File: src/rtl/axi_r_pkg.sv
// Shared R-channel beat layout and arbiter state encoding.
// Beat packing: [42:35] RID, [34:3] RDATA, [2:1] RRESP, [0] RLAST.
package axi_r_pkg;
    localparam int RID_W     = 8;
    localparam int RDATA_W   = 32;
    localparam int RRESP_W   = 2;
    localparam int DATA_W    = RID_W + RDATA_W + RRESP_W + 1;

    localparam int RLAST_BIT = 0;
    localparam int RRESP_LSB = 1;
    localparam int RDATA_LSB = RRESP_LSB + RRESP_W;
    localparam int RID_LSB   = RDATA_LSB + RDATA_W;

    typedef enum logic {
        IDLE  = 1'b0,
        BURST = 1'b1
    } state_t;
endpackage

File: src/rtl/axi_r_resp_arbiter_if.sv
// Bus-side R sources plus the FIFO write port shared by the response arbiter.
interface axi_r_resp_arbiter_if #(
    parameter int NUM_SLV = 3,
    parameter int DATA_W  = axi_r_pkg::DATA_W
);
    logic [NUM_SLV-1:0]        s_rvalid;
    logic [NUM_SLV*DATA_W-1:0] s_rdata;
    logic [NUM_SLV-1:0]        s_rready;
    logic                      fifo_not_full;
    logic                      fifo_wr_en;
    logic [DATA_W-1:0]         fifo_w_data;

    modport slave (
        input  s_rvalid, s_rdata, fifo_not_full,
        output s_rready, fifo_wr_en, fifo_w_data
    );

    modport master (
        output s_rvalid, s_rdata, fifo_not_full,
        input  s_rready, fifo_wr_en, fifo_w_data
    );
endinterface

File: src/rtl/axi_r_resp_arbiter_rr_pick.sv
// Combinational round-robin picker: first set request at or after i_start, with wrap.
module rr_pick #(
    parameter int  N     = 3,
    localparam int IDX_W = (N > 1) ? $clog2(N) : 1
) (
    input  logic [N-1:0]     i_req,
    input  logic [IDX_W-1:0] i_start,
    output logic [IDX_W-1:0] o_idx,
    output logic             o_any
);
    logic [2*N-1:0] w_dbl;
    logic [N-1:0]   w_rot;
    logic [IDX_W:0] w_off;
    logic [IDX_W:0] w_sum;

    // Rotating a doubled copy puts the start position at bit 0.
    assign w_dbl = {i_req, i_req};
    assign w_rot = w_dbl[i_start +: N];

    always_comb begin
        w_off = '0;
        for (int k = N - 1; k >= 0; k--) begin
            if (w_rot[k]) w_off = (IDX_W + 1)'(k);
        end
    end

    assign w_sum = w_off + {1'b0, i_start};
    assign o_idx = (w_sum >= (IDX_W + 1)'(N)) ? IDX_W'(w_sum - (IDX_W + 1)'(N))
                                               : w_sum[IDX_W-1:0];
    assign o_any = |i_req;
endmodule

File: src/rtl/axi_r_resp_arbiter.sv
// Burst-granular round-robin arbiter feeding one R-channel FIFO write port.
// State | meaning: IDLE = pick next requester; BURST = forward granted source until RLAST.
module axi_r_resp_arbiter
    import axi_r_pkg::*;
#(
    parameter int  NUM_SLV   = 3,
    parameter int  DATA_W    = axi_r_pkg::DATA_W,
    parameter int  MAX_BEATS = 16,
    localparam int GID_W     = (NUM_SLV > 1) ? $clog2(NUM_SLV) : 1,
    localparam int CNT_W     = (MAX_BEATS > 1) ? $clog2(MAX_BEATS) : 1
) (
    input  logic                 i_clk,
    input  logic                 i_rst,
    axi_r_resp_arbiter_if.slave  bus,
    output logic                 o_busy,
    output logic [GID_W-1:0]     o_grant_id,
    output logic                 o_burst_err
);
    state_t             r_state;
    state_t             w_state_nxt;
    logic [GID_W-1:0]   r_grant_id;
    logic [GID_W-1:0]   r_rr_ptr;
    logic [CNT_W-1:0]   r_beat_cnt;
    logic               r_burst_err;

    logic [GID_W-1:0]   w_pick_idx;
    logic               w_pick_any;
    logic               w_gnt_valid;
    logic [DATA_W-1:0]  w_gnt_beat;
    logic               w_xfer;
    logic               w_last;
    logic [NUM_SLV-1:0] w_rready;
    logic               w_wr_en;
    logic [DATA_W-1:0]  w_w_data;

    rr_pick #(.N(NUM_SLV)) u_pick (
        .i_req   (bus.s_rvalid),
        .i_start (r_rr_ptr),
        .o_idx   (w_pick_idx),
        .o_any   (w_pick_any)
    );

    always_comb begin
        w_gnt_valid = 1'b0;
        w_gnt_beat  = '0;
        for (int i = 0; i < NUM_SLV; i++) begin
            if (r_grant_id == GID_W'(i)) begin
                w_gnt_valid = bus.s_rvalid[i];
                w_gnt_beat  = bus.s_rdata[i*DATA_W +: DATA_W];
            end
        end
    end

    // Reset is gated in here so the FIFO never sees a write during reset.
    assign w_xfer = (r_state == BURST) & ~i_rst & w_gnt_valid & bus.fifo_not_full;
    assign w_last = w_gnt_beat[RLAST_BIT];

    always_comb begin
        w_state_nxt = r_state;
        w_rready    = '0;
        w_wr_en     = 1'b0;
        w_w_data    = '0;
        case (r_state)
            IDLE: begin
                if (w_pick_any) w_state_nxt = BURST;
            end
            BURST: begin
                if (!i_rst) begin
                    for (int i = 0; i < NUM_SLV; i++) begin
                        if (r_grant_id == GID_W'(i)) w_rready[i] = bus.fifo_not_full;
                    end
                end
                w_wr_en = w_xfer;
                if (w_xfer) begin
                    w_w_data = w_gnt_beat;
                    if (w_last) w_state_nxt = IDLE;
                end
            end
            default: w_state_nxt = IDLE;
        endcase
    end

    always_ff @(posedge i_clk) begin
        if (i_rst) begin
            r_state     <= IDLE;
            r_grant_id  <= '0;
            r_rr_ptr    <= '0;
            r_beat_cnt  <= '0;
            r_burst_err <= 1'b0;
        end else begin
            r_state <= w_state_nxt;
            if (r_state == IDLE && w_pick_any) r_grant_id <= w_pick_idx;
            if (w_xfer) begin
                if (w_last) begin
                    r_rr_ptr   <= (r_grant_id == GID_W'(NUM_SLV - 1)) ? '0 : r_grant_id + 1'b1;
                    r_beat_cnt <= '0;
                end else if (r_beat_cnt == CNT_W'(MAX_BEATS - 1)) begin
                    // Overlong burst: flag it but keep the grant until RLAST.
                    r_burst_err <= 1'b1;
                end else begin
                    r_beat_cnt <= r_beat_cnt + 1'b1;
                end
            end
        end
    end

    assign bus.s_rready    = w_rready;
    assign bus.fifo_wr_en  = w_wr_en;
    assign bus.fifo_w_data = w_w_data;
    assign o_busy          = (r_state == BURST);
    assign o_grant_id      = r_grant_id;
    assign o_burst_err     = r_burst_err;
endmodule

File: src/flat_wrapper.sv
// flat-port wrapper written by rule: the top's interface ports become plain ports
module axi_r_resp_arbiter_flat import axi_r_pkg::*;
#(
    parameter int  NUM_SLV   = 3,
    parameter int  DATA_W    = axi_r_pkg::DATA_W,
    parameter int  MAX_BEATS = 16,
    localparam int GID_W     = (NUM_SLV > 1) ? $clog2(NUM_SLV) : 1,
    localparam int CNT_W     = (MAX_BEATS > 1) ? $clog2(MAX_BEATS) : 1
)
  (i_clk, i_rst, o_busy, o_grant_id, o_burst_err, bus_s_rvalid, bus_s_rdata, bus_fifo_not_full, bus_s_rready, bus_fifo_wr_en, bus_fifo_w_data);
  axi_r_resp_arbiter_if #(.NUM_SLV(NUM_SLV), .DATA_W(DATA_W)) bus_i ();
  input  logic i_clk;
  input  logic i_rst;
  output logic o_busy;
  output logic [GID_W-1:0] o_grant_id;
  output logic o_burst_err;
  input wire logic [$bits(bus_i.s_rvalid)-1:0] bus_s_rvalid;
  input wire logic [$bits(bus_i.s_rdata)-1:0] bus_s_rdata;
  input wire logic [$bits(bus_i.fifo_not_full)-1:0] bus_fifo_not_full;
  output wire logic [$bits(bus_i.s_rready)-1:0] bus_s_rready;
  output wire logic [$bits(bus_i.fifo_wr_en)-1:0] bus_fifo_wr_en;
  output wire logic [$bits(bus_i.fifo_w_data)-1:0] bus_fifo_w_data;
  assign bus_i.s_rvalid = bus_s_rvalid;
  assign bus_i.s_rdata = bus_s_rdata;
  assign bus_i.fifo_not_full = bus_fifo_not_full;
  assign bus_s_rready = bus_i.s_rready;
  assign bus_fifo_wr_en = bus_i.fifo_wr_en;
  assign bus_fifo_w_data = bus_i.fifo_w_data;
  axi_r_resp_arbiter #(.NUM_SLV(NUM_SLV), .DATA_W(DATA_W), .MAX_BEATS(MAX_BEATS)) u_core (.i_clk(i_clk), .i_rst(i_rst), .bus(bus_i), .o_busy(o_busy), .o_grant_id(o_grant_id), .o_burst_err(o_burst_err));
endmodule
File: config.mk
export PLATFORM = sky130hd
export DESIGN_NAME = axi_r_resp_arbiter_flat
export DESIGN_NICKNAME = d
export VERILOG_FILES = /design/src/rtl/axi_r_pkg.sv /design/src/rtl/axi_r_resp_arbiter_if.sv /design/src/rtl/axi_r_resp_arbiter_rr_pick.sv /design/src/rtl/axi_r_resp_arbiter.sv /design/src/flat_wrapper.sv
export SDC_FILE = /design/constraint.sdc
export NUM_CORES = 1
export LEC_CHECK = 0
export BUFFER_PORTS_ARGS = -buffer_cell sky130_fd_sc_hd__buf_2
export CAP_MARGIN = 20
export CORE_MARGIN = 5
export CORE_UTILIZATION = 37
export CTS_BUF_LIST = sky130_fd_sc_hd__clkbuf_8
export DETAILED_ROUTE_END_ITERATION = 16
export PLACE_DENSITY = 0.84
export SKIP_LAST_GASP = 1
export SYNTH_ARGS = -nofsm -noshare
export SYNTH_HDL_FRONTEND = slang
export SYNTH_SLANG_ARGS = --single-unit
File: constraint.sdc
create_clock -name i_clk -period 2.9 [get_ports i_clk]
set_input_delay 0.58 -clock i_clk [delete_from_list [all_inputs] [get_ports i_clk]]
set_output_delay 0.58 -clock i_clk [all_outputs]
set_load 0.02 [all_outputs]
# ---- Yosys cells after proc, flatten, opt, wreduce, memory -nomap -nowiden
# Cells that the tools add are included.
dict set report totals {
  reg_bits 10
  latch_bits 0
  mem_bits_rw 0
  rom_bits 0
  input_bits 135
  output_inout_bits 51
  elab_cells 52
  memories 0
}
dict set report op_classes {
  n_addsub 4
  n_mul 0
  div 0
  magnitude_cmp 1
  eq_ne 4
  n_shift 1
  n_mux 25
  n_bitwise 6
  reduce_logical 6
}
# op count
set ops {}
lappend ops {{$mux W43} 5}
lappend ops {{$mux W3} 4}
lappend ops {{$mux W1} 10}
lappend ops {{$mux W4} 2}
lappend ops {{$mux W2} 3}
lappend ops {{$shiftx A6 B3 Y3} 1}
lappend ops {{$add A4 B1 Y4 const B} 1}
lappend ops {{$eq A4 B4 Y1 const B} 1}
lappend ops {{$reduce_and A2 Y1} 2}
lappend ops {{$add A3 B2 Y3} 1}
lappend ops {{$and A1 B1 Y1} 3}
lappend ops {{$ge A3 B2 Y1 const B} 1}
lappend ops {{$not A1 Y1} 3}
lappend ops {{$reduce_and A3 Y1} 1}
lappend ops {{$reduce_or A3 Y1} 1}
lappend ops {{$add A2 B1 Y2 const B} 1}
lappend ops {{$eq A2 B1 Y1 const B} 1}
lappend ops {{$eq A2 B2 Y1 const B} 1}
lappend ops {{$logic_not A2 Y1} 1}
lappend ops {{$ne A2 B1 Y1 const B} 1}
lappend ops {{$pmux W1 S2} 1}
lappend ops {{$sub A2 B2 Y2 const B} 1}
lappend ops {{$logic_and A1 B1 Y1} 1}

# ---- Depth between registers and ports, before layout
dict set report logic_depth {
  word_depth 8
  depth_mapped 13
  depth_no_buf 13
}

# ---- Cells and area by module
# A second synthesis with hierarchy kept.
dict set report unflattened {
  cells_unflattened 272
  hier_area_um2 1778.0
}
# mod n_inst cells_per_inst area_each_um2 seq_area_each_um2
set modules_own_cells {}
lappend modules_own_cells {axi_r_resp_arbiter 1 248 1605.3 200.2}
lappend modules_own_cells {rr_pick 1 24 172.7 0.0}

# ---- Least setup slack after synthesis
# Ideal clock, no wire load.
dict set report synth_timing {
  path_type {in2reg}
  from {input bus_s_rvalid[2]}
  to {register u_core.r_grant_id[0] (netlist: u_core.o_grant_id[0])}
  setup_time_ns 0.114
  arrival_ns 2.303
  required_ns 2.786
  setup_slack_ns 0.482
  path_stages 11
  n_path_buf 0
  cell_sequence {nand2b_1 o21ai_0 a32oi_1 o22a_1 fa_1 inv_1 ha_1 nor3b_1 a21oi_1 mux2i_1 nor2_1}
}
dict set report synth_between {
  elab_chain_cells 7
  word_cells_on_any_way 10
  cone_classes {2 x add/sub; 1 x order compare; 1 x shift; 4 x mux; 2 x reduce/logical}
}
# item line_no
set synth_rtl {}
lappend synth_rtl {{start: declaration} flat_wrapper.sv:17} ;# input wire logic [$bits(bus_i.s_rvalid)-1:0] bus_s_rvalid;
lappend synth_rtl {{$shiftx A6 B3 Y3} axi_r_resp_arbiter_rr_pick.sv:18} ;# assign w_rot = w_dbl[i_start +: N];
lappend synth_rtl {{$mux W2} axi_r_resp_arbiter_rr_pick.sv:23} ;# if (w_rot[k]) w_off = (IDX_W + 1)'(k);
lappend synth_rtl {{$mux W3 (2 in series)} axi_r_resp_arbiter_rr_pick.sv:23}
lappend synth_rtl {{$add A3 B2 Y3} axi_r_resp_arbiter_rr_pick.sv:27} ;# assign w_sum = w_off + {1'b0, i_start};
lappend synth_rtl {{$ge A3 B2 Y1} axi_r_resp_arbiter_rr_pick.sv:28} ;# assign o_idx = (w_sum >= (IDX_W + 1)'(N)) ? IDX_W'(w_sum - (IDX_W + 1)'(N))
lappend synth_rtl {{$mux W2} axi_r_resp_arbiter_rr_pick.sv:28}
lappend synth_rtl {{end signal: assignment} axi_r_resp_arbiter.sv:92} ;# if (r_state == IDLE && w_pick_any) r_grant_id <= w_pick_idx;
lappend synth_rtl {{end: declaration} axi_r_resp_arbiter.sv:21} ;# logic [GID_W-1:0] r_grant_id;
# Parallel ways exist; a longest one is shown, timed or not.
# A chain may end at the register's enable or synchronous reset.

# ---- Final worst setup path
dict set report layout_timing {
  from {register u_core.r_grant_id[0] (netlist: u_core.o_grant_id[0])}
  to {output bus_fifo_w_data[0]}
}
dict set report layout_between {
  elab_chain_cells 8
  word_cells_on_any_way 13
  cone_classes {2 x eq/ne; 8 x mux; 2 x bitwise; 1 x reduce/logical}
}
# item line_no
set layout_rtl {}
lappend layout_rtl {{$logic_not A2 Y1} axi_r_resp_arbiter.sv:47} ;# if (r_grant_id == GID_W'(i)) begin
lappend layout_rtl {{$mux W1 (3 in series)} axi_r_resp_arbiter.sv:47}
lappend layout_rtl {{$and A1 B1 Y1 (2 in series)} axi_r_resp_arbiter.sv:55} ;# assign w_xfer = (r_state == BURST) & ~i_rst & w_gnt_valid & bus.fifo_not_full;
lappend layout_rtl {{$mux W43 *} axi_r_resp_arbiter.sv:74} ;# if (w_xfer) begin
lappend layout_rtl {{$mux W43 *} axi_r_resp_arbiter.sv:63} ;# case (r_state)
lappend layout_rtl {{end: declaration} flat_wrapper.sv:22} ;# output wire logic [$bits(bus_i.fifo_w_data)-1:0] bus_fifo_w_data;
# Every way passes the cells marked *; elsewhere a longest branch is shown, timed or not.

==> run summary <==
Synth Warn # = 0
pwr dens = 291 nW/µm²
RR Startpoint = u_core.r_rr_ptr[1]
Num CTS Buffers = 3
Tcrit/Tclk final = 0.933
EDFF count, synth = 0
clk_skew = 0.00313 ns
Crit Path Category = flop to output pin
Layout area overhead = 53.8%
maximum clock path buffer count = 2
FFs w/ async S/R, synth = 0
largest area contributor in the netlist = mux2i_1
global-route usage over all layers = 0.211
share of the synthesized area in the top cell type = 0.244
initial DRC count = 65
Netlist Area Pre-Place = 1800 µm²
Mapped Cells = 273
Max Slew Vio Count = 0
final WL = 7610 µm
critical path required time = 2.32 ns
Design Area, Final = 2770 µm²
ANT nets after route = 0
vias per cell = 5.12
# Max-Cap Violations = 0
clk sinks = 10
post-route minimum period = 2.71 ns
DR WL/cell = 14.9 µm
share of cells above drive strength 1 = 0.456
CTS root buffer = clkbuf_8
min-delay src = u_core.o_burst_err
number of global-route vias before repair = 2421
Setup crit start = u_core.o_grant_id[0]
Nets = 583
largest net degree at the start of global routing = 53
Die Width = 79.8 µm
Initial Util = 0.381
CP arrival = 2.13 ns
placed insts = 506
RSZ-0062 raised after global routing = false
CP Capture Type = output pin
FP Rows = 25
predominant post-synthesis flop cell = dfxtp_1
TritonCTS clock tree = done
Tot Pwr = 0.807 mW
relative slew slack = 0.342
H-tree depth = 1
number of synthesized register bits = 10
Setup TNS = 0 ns
leakage power = 1.45 nW
grt total ovfl = 0
Worst-Skew Late Latency = 0.24 ns
DIE HEIGHT = 79.8 µm
Ant. Diodes = 0
final std cells w/o fill = 510
Ports = 186
fmax = 369 MHz
Post CTS Setup Buffer Count = 0
routability congestion estimate = 0.894
CTS clk-pin slew, worst paths = 0.05 ns
Area after DPL = 2710 µm²
Slew @ Worst Pin = 0.985 ns
post-DP HPWL = 6030 µm
Startpoint Class = flop
die area = 6360 µm²
Mean Syn Cell Area = 6.60 µm²
VDD IR max = 0.226 mV
DRC Markers = 0
DRT Pass-1 Iters = 4
critical-path maximum fanout = 44
distinct cell type count after synthesis = 42
Port Buffers = 185
status = completed
most frequent cell after synthesis = nor2_1
first-pass GRT wire length = 11000 µm
vias = 2610
hold crit path type = flop to flop
Core Area = 4720 µm²
post-synthesis sequential area ratio = 0.111
syn nets = 412
Synth top cells by count = 90 x nor2_1, 45 x a21oi_1, 44 x mux2i_1, 10 x dfxtp_1, 7 x buf_2
final hold vios = 0
initial antenna violation count = 0
main area contributors after synthesis = mux2i_1 24%, nor2_1 19%, a21oi_1 13%, dfxtp_1 11%, buf_4 2.1%
final setup violation count = 0
timing repair:
item,CTS,global route
endpoints found under the hold margin,0,0
resized for setup,0,1
hold buffers,0,0
endpoints found under the setup margin,0,1
kinds of logic after synthesis:
logic type / share of synthesized area
flops: 0.111
buf+inv: 0.0882
simple gates: 0.272
fa+ha+maj: 0.0319
mux: 0.252
compound gates: 0.245
layer usage:
metal	wire, µm	global-route usage	vias up
li1	-	-	1295
met1	2850	0.239	1169
met2	3890	0.384	132
met3	768	0.0576	14
met4	102	0.0574	0
met5	0	0	-
layout make-up:
type / count / area [µm²]
fill: 431 / 1950
multi-input combinational: 234 / 1450
timing repair buffer: 188 / 952
sequential: 10 / 203
tap: 67 / 83.8
clock buffer: 4 / 55.1
inverter: 7 / 26.3
per-stage QoR:
stage           util  setup WS (ns)  hold slack (ns)
2_1_floorplan      -          0.482            0.455
3_3_place_gp   0.574          0.249            0.476
3_5_place_dp   0.574          0.138            0.468
4_1_cts        0.586          0.125            0.482
5_1_grt        0.586         0.0723            0.533
6_report       0.586          0.194            0.483
sequential cells by signal, summed over array words and instances, names as in the netlist:
| register | flops |
|---|---|
| u_core.r_beat_cnt | 4 |
| u_core.o_grant_id | 2 |
| u_core.r_rr_ptr | 2 |
| u_core.o_burst_err | 1 |
| u_core.o_busy | 1 |
critical path: stages (launching register included):
cell	delay (ns)
dfxtp_2	0.38
nor2b_4	0.78
a2bb2oi_4	0.22
nor3_1	0.26
buf_2	0.22
cell usage in the layout, fill, tap and decap left out, drive strengths merged, types with 5 or more instances in the layout:
| cell type | synthesis | final |
|---|---|---|
| a21oi | 45 | 45 |
| buf | 16 | 188 |
| dfxtp | 10 | 10 |
| inv | 7 | 7 |
| mux2i | 45 | 45 |
| nand2 | 5 | 5 |
| nor2 | 90 | 90 |
| o21ai | 5 | 5 |
power breakdown:
| group | internal (mW) | switching (mW) | leakage, nW |
|---|---|---|---|
| logic | 0.213 | 0.260 | 1.34 |
| clock network | 0.120 | 0.0570 | 0.0288 |
| registers | 0.146 | 0.0120 | 0.0821 |
| total | 0.478 | 0.329 | 1.45 |
final timing paths:
kind              slack, ns              endpoint  cells after the start
setup / recovery       0.19    bus_fifo_w_data[0]                      4
hold / removal         0.48    u_core.o_burst_err                      2
setup reg to reg       0.42  u_core.o_grant_id[0]                     13
hold reg to reg        0.48    u_core.o_burst_err                      2
No activity file was read; power rests on OpenSTA's default activity.
